## src/rtl/hz_stage_tracker.sv

```systemverilog
// Hazard-record shift chain (ID -> EX -> MEM -> WB) feeding the hazard/forwarding controller.
// Optional mult/div busy tracker enabled by defining HZ_MD_BUSY_EN.
module hz_stage_tracker #(
   parameter int TW          = 4,
   parameter int MD_MULT_CYC = 5,
   parameter int MD_DIV_CYC  = 10
) (
   input  logic          clk,
   input  logic          reset,
`ifdef HZ_MD_BUSY_EN
   input  logic          md_start,
   input  logic          md_is_div,
   input  logic          md_use,
   output logic          md_busy,
   output logic          md_stall,
`endif
   input  logic [4:0]    ID_Rs,
   input  logic [4:0]    ID_Rt,
   input  logic [4:0]    ID_WA,
   input  logic          ID_RegWrite,
   input  logic          ID_MemtoReg,
   input  logic [TW-1:0] ID_Tnew,
   input  logic          ID_clr,
   input  logic          pipe_stall,
   output logic [4:0]    EX_Rs,
   output logic [4:0]    EX_Rt,
   output logic [4:0]    EX_WA,
   output logic          EX_RegWrite,
   output logic          EX_MemtoReg,
   output logic [TW-1:0] EX_Tnew,
   output logic [4:0]    MEM_WA,
   output logic          MEM_RegWrite,
   output logic          MEM_MemtoReg,
   output logic [TW-1:0] MEM_Tnew,
   output logic [4:0]    WB_WA,
   output logic          WB_RegWrite,
   output logic [TW-1:0] WB_Tnew
);

   function automatic logic [TW-1:0] sat_dec(input logic [TW-1:0] x);
      return (x == '0) ? '0 : x - 1'b1;
   endfunction

   logic [4:0]    ex_rs_q, ex_rs_d, ex_rt_q, ex_rt_d, ex_wa_q, ex_wa_d;
   logic          ex_rw_q, ex_rw_d, ex_m2r_q, ex_m2r_d;
   logic [TW-1:0] ex_tn_q, ex_tn_d;
   logic [4:0]    mem_wa_q, mem_wa_d;
   logic          mem_rw_q, mem_rw_d, mem_m2r_q, mem_m2r_d;
   logic [TW-1:0] mem_tn_q, mem_tn_d;
   logic [4:0]    wb_wa_q, wb_wa_d;
   logic          wb_rw_q, wb_rw_d;
   logic [TW-1:0] wb_tn_q, wb_tn_d;

   always_comb begin
      ex_rs_d   = ex_rs_q;
      ex_rt_d   = ex_rt_q;
      ex_wa_d   = ex_wa_q;
      ex_rw_d   = ex_rw_q;
      ex_m2r_d  = ex_m2r_q;
      ex_tn_d   = ex_tn_q;
      mem_wa_d  = mem_wa_q;
      mem_rw_d  = mem_rw_q;
      mem_m2r_d = mem_m2r_q;
      mem_tn_d  = mem_tn_q;
      wb_wa_d   = wb_wa_q;
      wb_rw_d   = wb_rw_q;
      wb_tn_d   = wb_tn_q;
      if (!pipe_stall) begin
         // A freeze also swallows ID_clr; hazard control re-asserts it when unfrozen.
         if (ID_clr) begin
            ex_rs_d  = '0;
            ex_rt_d  = '0;
            ex_wa_d  = '0;
            ex_rw_d  = 1'b0;
            ex_m2r_d = 1'b0;
            ex_tn_d  = '0;
         end else begin
            ex_rs_d  = ID_Rs;
            ex_rt_d  = ID_Rt;
            ex_wa_d  = ID_WA;
            ex_rw_d  = ID_RegWrite & (ID_WA != 5'd0);
            ex_m2r_d = ID_MemtoReg;
            ex_tn_d  = ID_Tnew;
         end
         mem_wa_d  = ex_wa_q;
         mem_rw_d  = ex_rw_q;
         mem_m2r_d = ex_m2r_q;
         mem_tn_d  = sat_dec(ex_tn_q);
         wb_wa_d   = mem_wa_q;
         wb_rw_d   = mem_rw_q;
         wb_tn_d   = sat_dec(mem_tn_q);
      end
   end

   always_ff @(posedge clk) begin
      if (reset) begin
         ex_rs_q   <= '0;
         ex_rt_q   <= '0;
         ex_wa_q   <= '0;
         ex_rw_q   <= 1'b0;
         ex_m2r_q  <= 1'b0;
         ex_tn_q   <= '0;
         mem_wa_q  <= '0;
         mem_rw_q  <= 1'b0;
         mem_m2r_q <= 1'b0;
         mem_tn_q  <= '0;
         wb_wa_q   <= '0;
         wb_rw_q   <= 1'b0;
         wb_tn_q   <= '0;
      end else begin
         ex_rs_q   <= ex_rs_d;
         ex_rt_q   <= ex_rt_d;
         ex_wa_q   <= ex_wa_d;
         ex_rw_q   <= ex_rw_d;
         ex_m2r_q  <= ex_m2r_d;
         ex_tn_q   <= ex_tn_d;
         mem_wa_q  <= mem_wa_d;
         mem_rw_q  <= mem_rw_d;
         mem_m2r_q <= mem_m2r_d;
         mem_tn_q  <= mem_tn_d;
         wb_wa_q   <= wb_wa_d;
         wb_rw_q   <= wb_rw_d;
         wb_tn_q   <= wb_tn_d;
      end
   end

   assign EX_Rs        = ex_rs_q;
   assign EX_Rt        = ex_rt_q;
   assign EX_WA        = ex_wa_q;
   assign EX_RegWrite  = ex_rw_q;
   assign EX_MemtoReg  = ex_m2r_q;
   assign EX_Tnew      = ex_tn_q;
   assign MEM_WA       = mem_wa_q;
   assign MEM_RegWrite = mem_rw_q;
   assign MEM_MemtoReg = mem_m2r_q;
   assign MEM_Tnew     = mem_tn_q;
   assign WB_WA        = wb_wa_q;
   assign WB_RegWrite  = wb_rw_q;
   assign WB_Tnew      = wb_tn_q;

`ifdef HZ_MD_BUSY_EN
   localparam int MD_MAX = (MD_DIV_CYC > MD_MULT_CYC) ? MD_DIV_CYC : MD_MULT_CYC;
   localparam int MDW    = $clog2(MD_MAX + 1);

   logic [MDW-1:0] md_cnt_q, md_cnt_d;

   // A start seen while the counter is running is ignored, so the window never stretches.
   always_comb begin
      md_cnt_d = md_cnt_q;
      if (md_cnt_q == '0) begin
         if (md_start)
            md_cnt_d = md_is_div ? MDW'(MD_DIV_CYC) : MDW'(MD_MULT_CYC);
      end else if (!pipe_stall) begin
         md_cnt_d = md_cnt_q - 1'b1;
      end
   end

   always_ff @(posedge clk) begin
      if (reset) md_cnt_q <= '0;
      else       md_cnt_q <= md_cnt_d;
   end

   assign md_busy  = (md_cnt_q != '0) | md_start;
   assign md_stall = md_busy & md_use;
`endif

endmodule

```

## config.mk

```make
export PLATFORM = sky130hd
export DESIGN_NAME = hz_stage_tracker
export DESIGN_NICKNAME = d
export VERILOG_FILES = /design/src/rtl/hz_stage_tracker.sv
export SDC_FILE = /design/constraint.sdc
export NUM_CORES = 1
export LEC_CHECK = 0
export ABC_AREA = 1
export ABC_CLOCK_PERIOD_IN_PS = 1800
export CORE_MARGIN = 5
export CORE_UTILIZATION = 30
export CTS_CLUSTER_DIAMETER = 120
export CTS_CLUSTER_SIZE = 30
export DETAILED_ROUTE_END_ITERATION = 8
export MAX_ROUTING_LAYER = met4
export PLACE_DENSITY_LB_ADDON = 0.05
export REMOVE_ABC_BUFFERS = 1
export SLEW_MARGIN = 20
export SYNTH_ARGS = -nofsm -noshare
export SYNTH_HDL_FRONTEND = slang
export SYNTH_SLANG_ARGS = --single-unit
```

## constraint.sdc

```tcl
create_clock -name clk -period 1.8 [get_ports clk]
set_input_delay 0.36 -clock clk [delete_from_list [all_inputs] [get_ports clk]]
set_output_delay 0.36 -clock clk [all_outputs]
set_load 0.005 [all_outputs]
```

Word-level counts from Yosys, hierarchy flattened

Cells that the tools add are included.

Add/subtract/negate cells: 2
Mux-type cells: 8
Bitwise logic cells: 1
Reduce and logical (&&, ||, !) cells: 3

Operators by type and width:

| operator            | number |
|---|---|
| $mux 5              | 3 |
| $mux 4              | 3 |
| $logic_not 4->1     | 2 |
| $sub 4x1->4 const B | 2 |
| $reduce_bool 5->1   | 1 |
| $mux 1              | 2 |
| $and 1x1->1         | 1 |

Bits in registers: 42
Bits of input ports: 25
Output and inout port bits: 42
Word-level logic and storage cells: 27

Logic depth before layout (Yosys ltp)

Word-level depth: 3
Mapped depth: 5
Depth with buffers taken out: 5

Least setup slack after synthesis

OpenSTA, ideal clock, no wires.

Path kind: in2reg
Start: input port pipe_stall
End: register ex_rs_q[0] (netlist: EX_Rs[0])
Setup time: 0.066 ns
Data arrival time: 0.888 ns
Required time: 1.734 ns
Slack: 0.846 ns
Stages: 5
Path buffers: 2
Path through: buf_6 -> nor2_8 -> buf_6 -> nand2_2 -> a21oi_2

RTL lines:

| what                   | line | RTL |
|---|---|---|
| start: declaration     | 24   | `input logic pipe_stall,` |
| end signal: assignment | 111  | `ex_rs_q <= ex_rs_d;` |
| end: declaration       | 44   | `logic [4:0] ex_rs_q, ex_rs_d, ex_rt_q, ex_rt_d, ex_wa_q, ex_wa_d;` |

Final worst setup path

Start: register ex_tn_q[2] (netlist: EX_Tnew[2])
End: output port EX_Tnew[2]

RTL lines:

| what                     | line | RTL |
|---|---|---|
| start: declaration       | 46   | `logic [TW-1:0] ex_tn_q, ex_tn_d;` |
| start signal: assignment | 116  | `ex_tn_q <= ex_tn_d;` |
| end: declaration         | 30   | `output logic [TW-1:0] EX_Tnew,` |

No word-level cell between the ends.

==> results.py <==
metrics = {
    "placement": {
        "io_buffers": 66,
        "place_hpwl_mm": 2.99,
        "gp_congestion": 0.668,
        "place_inst": 336,
    },
    "critical_path": {
        "crit-reg2reg-launch": "EX_Tnew[0]",
        "crit_slowest_cell": "clkdlybuf4s50_1",
        "critPathKind": "register to output pin",
        "crit_required_ps": 1440,
        "critPathTopFamily": "buffers and inverters",
        "cp_num_buf_inv": 1,
        "slowest_delay_ps": 540,
        "startpoint_type": "register",
        "r2r_slack_ps": 870,
        "reg2regPathDepth": 4,
        "worstPathMaxFanout": 6,
        "r2r-end": "MEM_Tnew[0]",
        "cp.arrival_ps": 1260,
        "crit_chain": "clkdlybuf4s50_1",
        "end_kind": "output pin",
    },
    "cells_and_area": {
        "drive_gt1_share_pct": 12.9,
        "syn2layout_area_growth_pct": 50.1,
        "final_util_pct": 45.5,
        "stdcell_count": 344,
        "antenna_cells": 0,
        "final_nets": 296,
    },
    "hold_path": {
        "hp-start": "WB_Tnew[0]",
        "hp-class": "register to register",
        "worstHoldEndpoint": "WB_Tnew[0]",
        "hold_depth": 2,
    },
    "drt": {
        "drc_errors": 0,
        "vias_per_cell": 4.35,
        "wire_per_inst_um": 12.1,
        "num_vias": 1497,
        "drt-pass1-iter-count": 4,
        "ant_nets": 0,
        "drt_iter0_drc": 56,
        "routed_wl_mm": 4.15,
    },
    "power_and_ir_drop": {
        "powerDensity_nw_per_um2": 829,
        "p_leak_nw": 0.892,
        "ir_drop_mv": 0.367,
    },
    "clock_tree": {
        "cts_tree": "built",
        "cts_root_buffer": "clkbuf_8",
        "h-tree-depth": 2,
        "cts.sinks": 42,
        "holdBufCountCts": 0,
        "cts_resized": 0,
        "clk_pin_slew_ps": 80,
        "post_cts_buffers": 0,
        "cts_buffers": 5,
        "cts_buffer_depth": 2,
        "clk_latency_ps": 290,
    },
    "sta": {
        "fmax_ghz": 0.619,
        "skew_ps": 3.78,
        "fin_crit_ps": 1620,
        "tns_ps": 0,
        "rsz0062_at_grt": "no",
        "slew_headroom_pct": 77.1,
        "hold_viol_final": 0,
        "tightestPinTransition_ps": 343,
        "final_max_slew_viol_count": 0,
        "min_period_over_period_pct": 89.8,
        "setup_viol": 0,
    },
    "grt": {
        "overflow": 0,
        "antenna_found_initial": 0,
        "grt_use_total_pct": 12.8,
        "grt_pass1_vias": 1497,
        "grt_max_degree": 20,
        "grt_pass1_wl_mm": 7.11,
    },
    "status": {
        "status": "complete, no violations",
    },
    "logic_synthesis": {
        "yosysSeqAreaShare_pct": 51.3,
        "netlist_area_um2": 1640,
        "synth_area_leaders": "dfxtp_1 (51%), nand2_1 (11%), nor2_1 (7.3%)",
        "synth_top_area_cell": "dfxtp_1",
        "synth.top_cell.area_share_pct": 51.3,
        "synth_seq_cells": 42,
        "synthCells": 205,
        "yosys_warnings": 0,
        "avgSynthCellArea_um2": 8.00,
        "synth.distinct_cells": 15,
    },
    "die": {
        "io_pins": 67,
        "start_util_pct": 30.3,
        "num_rows": 27,
        "die_area_um2": 7040,
        "die_h_um": 83.9,
        "dieWidth_um": 83.9,
        "coreArea_um2": 5410,
    },
    "run": {
        "maxCapViolCount": 0,
    },
}
## tightest hold or removal path, stage by stage (launching register included)
cell and delay [ps]:
dfxtp_1 310, nand2_1 60, a21oi_1 50
## Yosys cell counts
master    count
o21ai_0      20
a21oi_1      23
o21ai_1       1
nor2_8        1
nand2_2      10
buf_2         8
a21oi_2      10
o21bai_1      1
inv_1         4
buf_4         1
buf_6         3
inv_2         2
dfxtp_1      42
nand2_1      47
nor2_1       32
## worst max-delay path by stage
stage,from,to,slack [ps],depth (start not counted)
final,EX_Tnew[2],EX_Tnew[2],180,1
after global routing,EX_Tnew[2],EX_Tnew[2],100,1
after CTS,EX_Tnew[2],EX_Tnew[2],160,1
after detailed placement,ID_clr,EX_RegWrite,280,5
after global placement,ID_clr,EX_Rs[4],320,5
after floorplan,pipe_stall,EX_RegWrite,810,4
## stage by stage
| step | setup slack, ps | power (mW) | area, um^2 | hold WS, ps |
|---|---|---|---|---|
| 2_1_floorplan | 809 | 1.12 | 1560 | 422 |
| 3_3_place_gp | 320 | 1.33 | 2350 | 459 |
| 3_5_place_dp | 280 | 1.33 | 2350 | 458 |
| 4_1_cts | 159 | 2.08 | 2460 | 466 |
| 5_1_grt | 95.5 | 2.14 | 2460 | 484 |
| 6_report | 183 | 2.04 | 2460 | 468 |
## per-layer routing
| layer | share of wire [%] | up-vias | global-route usage, % |
|---|---|---|---|
| li1 | - | 790 | - |
| met1 | 45 | 661 | 14.2 |
| met2 | 46 | 42 | 20.9 |
| met3 | 7.6 | 4 | 4.74 |
| met4 | 0.89 | 0 | 5.26 |
| met5 | 0 | - | - |
## power breakdown
part           switching [mW]  total [mW]  internal (mW)
Clock                   0.323       0.738          0.415
Sequential             0.0327        1.01          0.975
Combinational           0.126       0.295          0.169
Total                   0.481        2.04           1.56
## sequential cells by signal, indices dropped and copies added (netlist names)
| name | flops |
|---|---|
| EX_MemtoReg | 1 |
| EX_RegWrite | 1 |
| EX_Rs | 5 |
| EX_Rt | 5 |
| EX_Tnew | 4 |
| EX_WA | 5 |
| MEM_MemtoReg | 1 |
| MEM_RegWrite | 1 |
| MEM_Tnew | 4 |
| MEM_WA | 5 |
| WB_RegWrite | 1 |
| WB_Tnew | 4 |
| WB_WA | 5 |
## layout by cell type, fill, tap and decap left out
cell type         n
nand2_1          47
clkbuf_8          5
a21oi_2          10
o21bai_1          1
nor2_1           32
clkdlybuf4s50_1  65
inv_2             2
inv_1             4
clkbuf_1          2
buf_4             4
buf_12            1
o21ai_1           1
nand2_2          10
buf_2             1
dfxtp_1          42
a21oi_1          23
o21ai_0          20
nor2_8            1
bufinv_16         1
## final cells by class
class                   count  area (um^2)
flip-flops and latches     42          841
fillers                   582         2950
repair buffers             71          706
well taps                  72         90.1
clock inverters             1         30.0
multi-input cells         145          694
inverters                   6         22.5
clock buffers               7         76.3
## cell families (layout without fill, tap and decap cells)
kind of cell / Yosys count / count (layout) / share of synthesized area, %
AND/OR/NAND/NOR: 90 / 90 / 23.1
AO/OA/AOI/OAI: 55 / 55 / 19.2
buffers and inverters: 18 / 85 / 6.34
flip-flops: 42 / 42 / 51.3
Power figures use the tool's default switching activity.
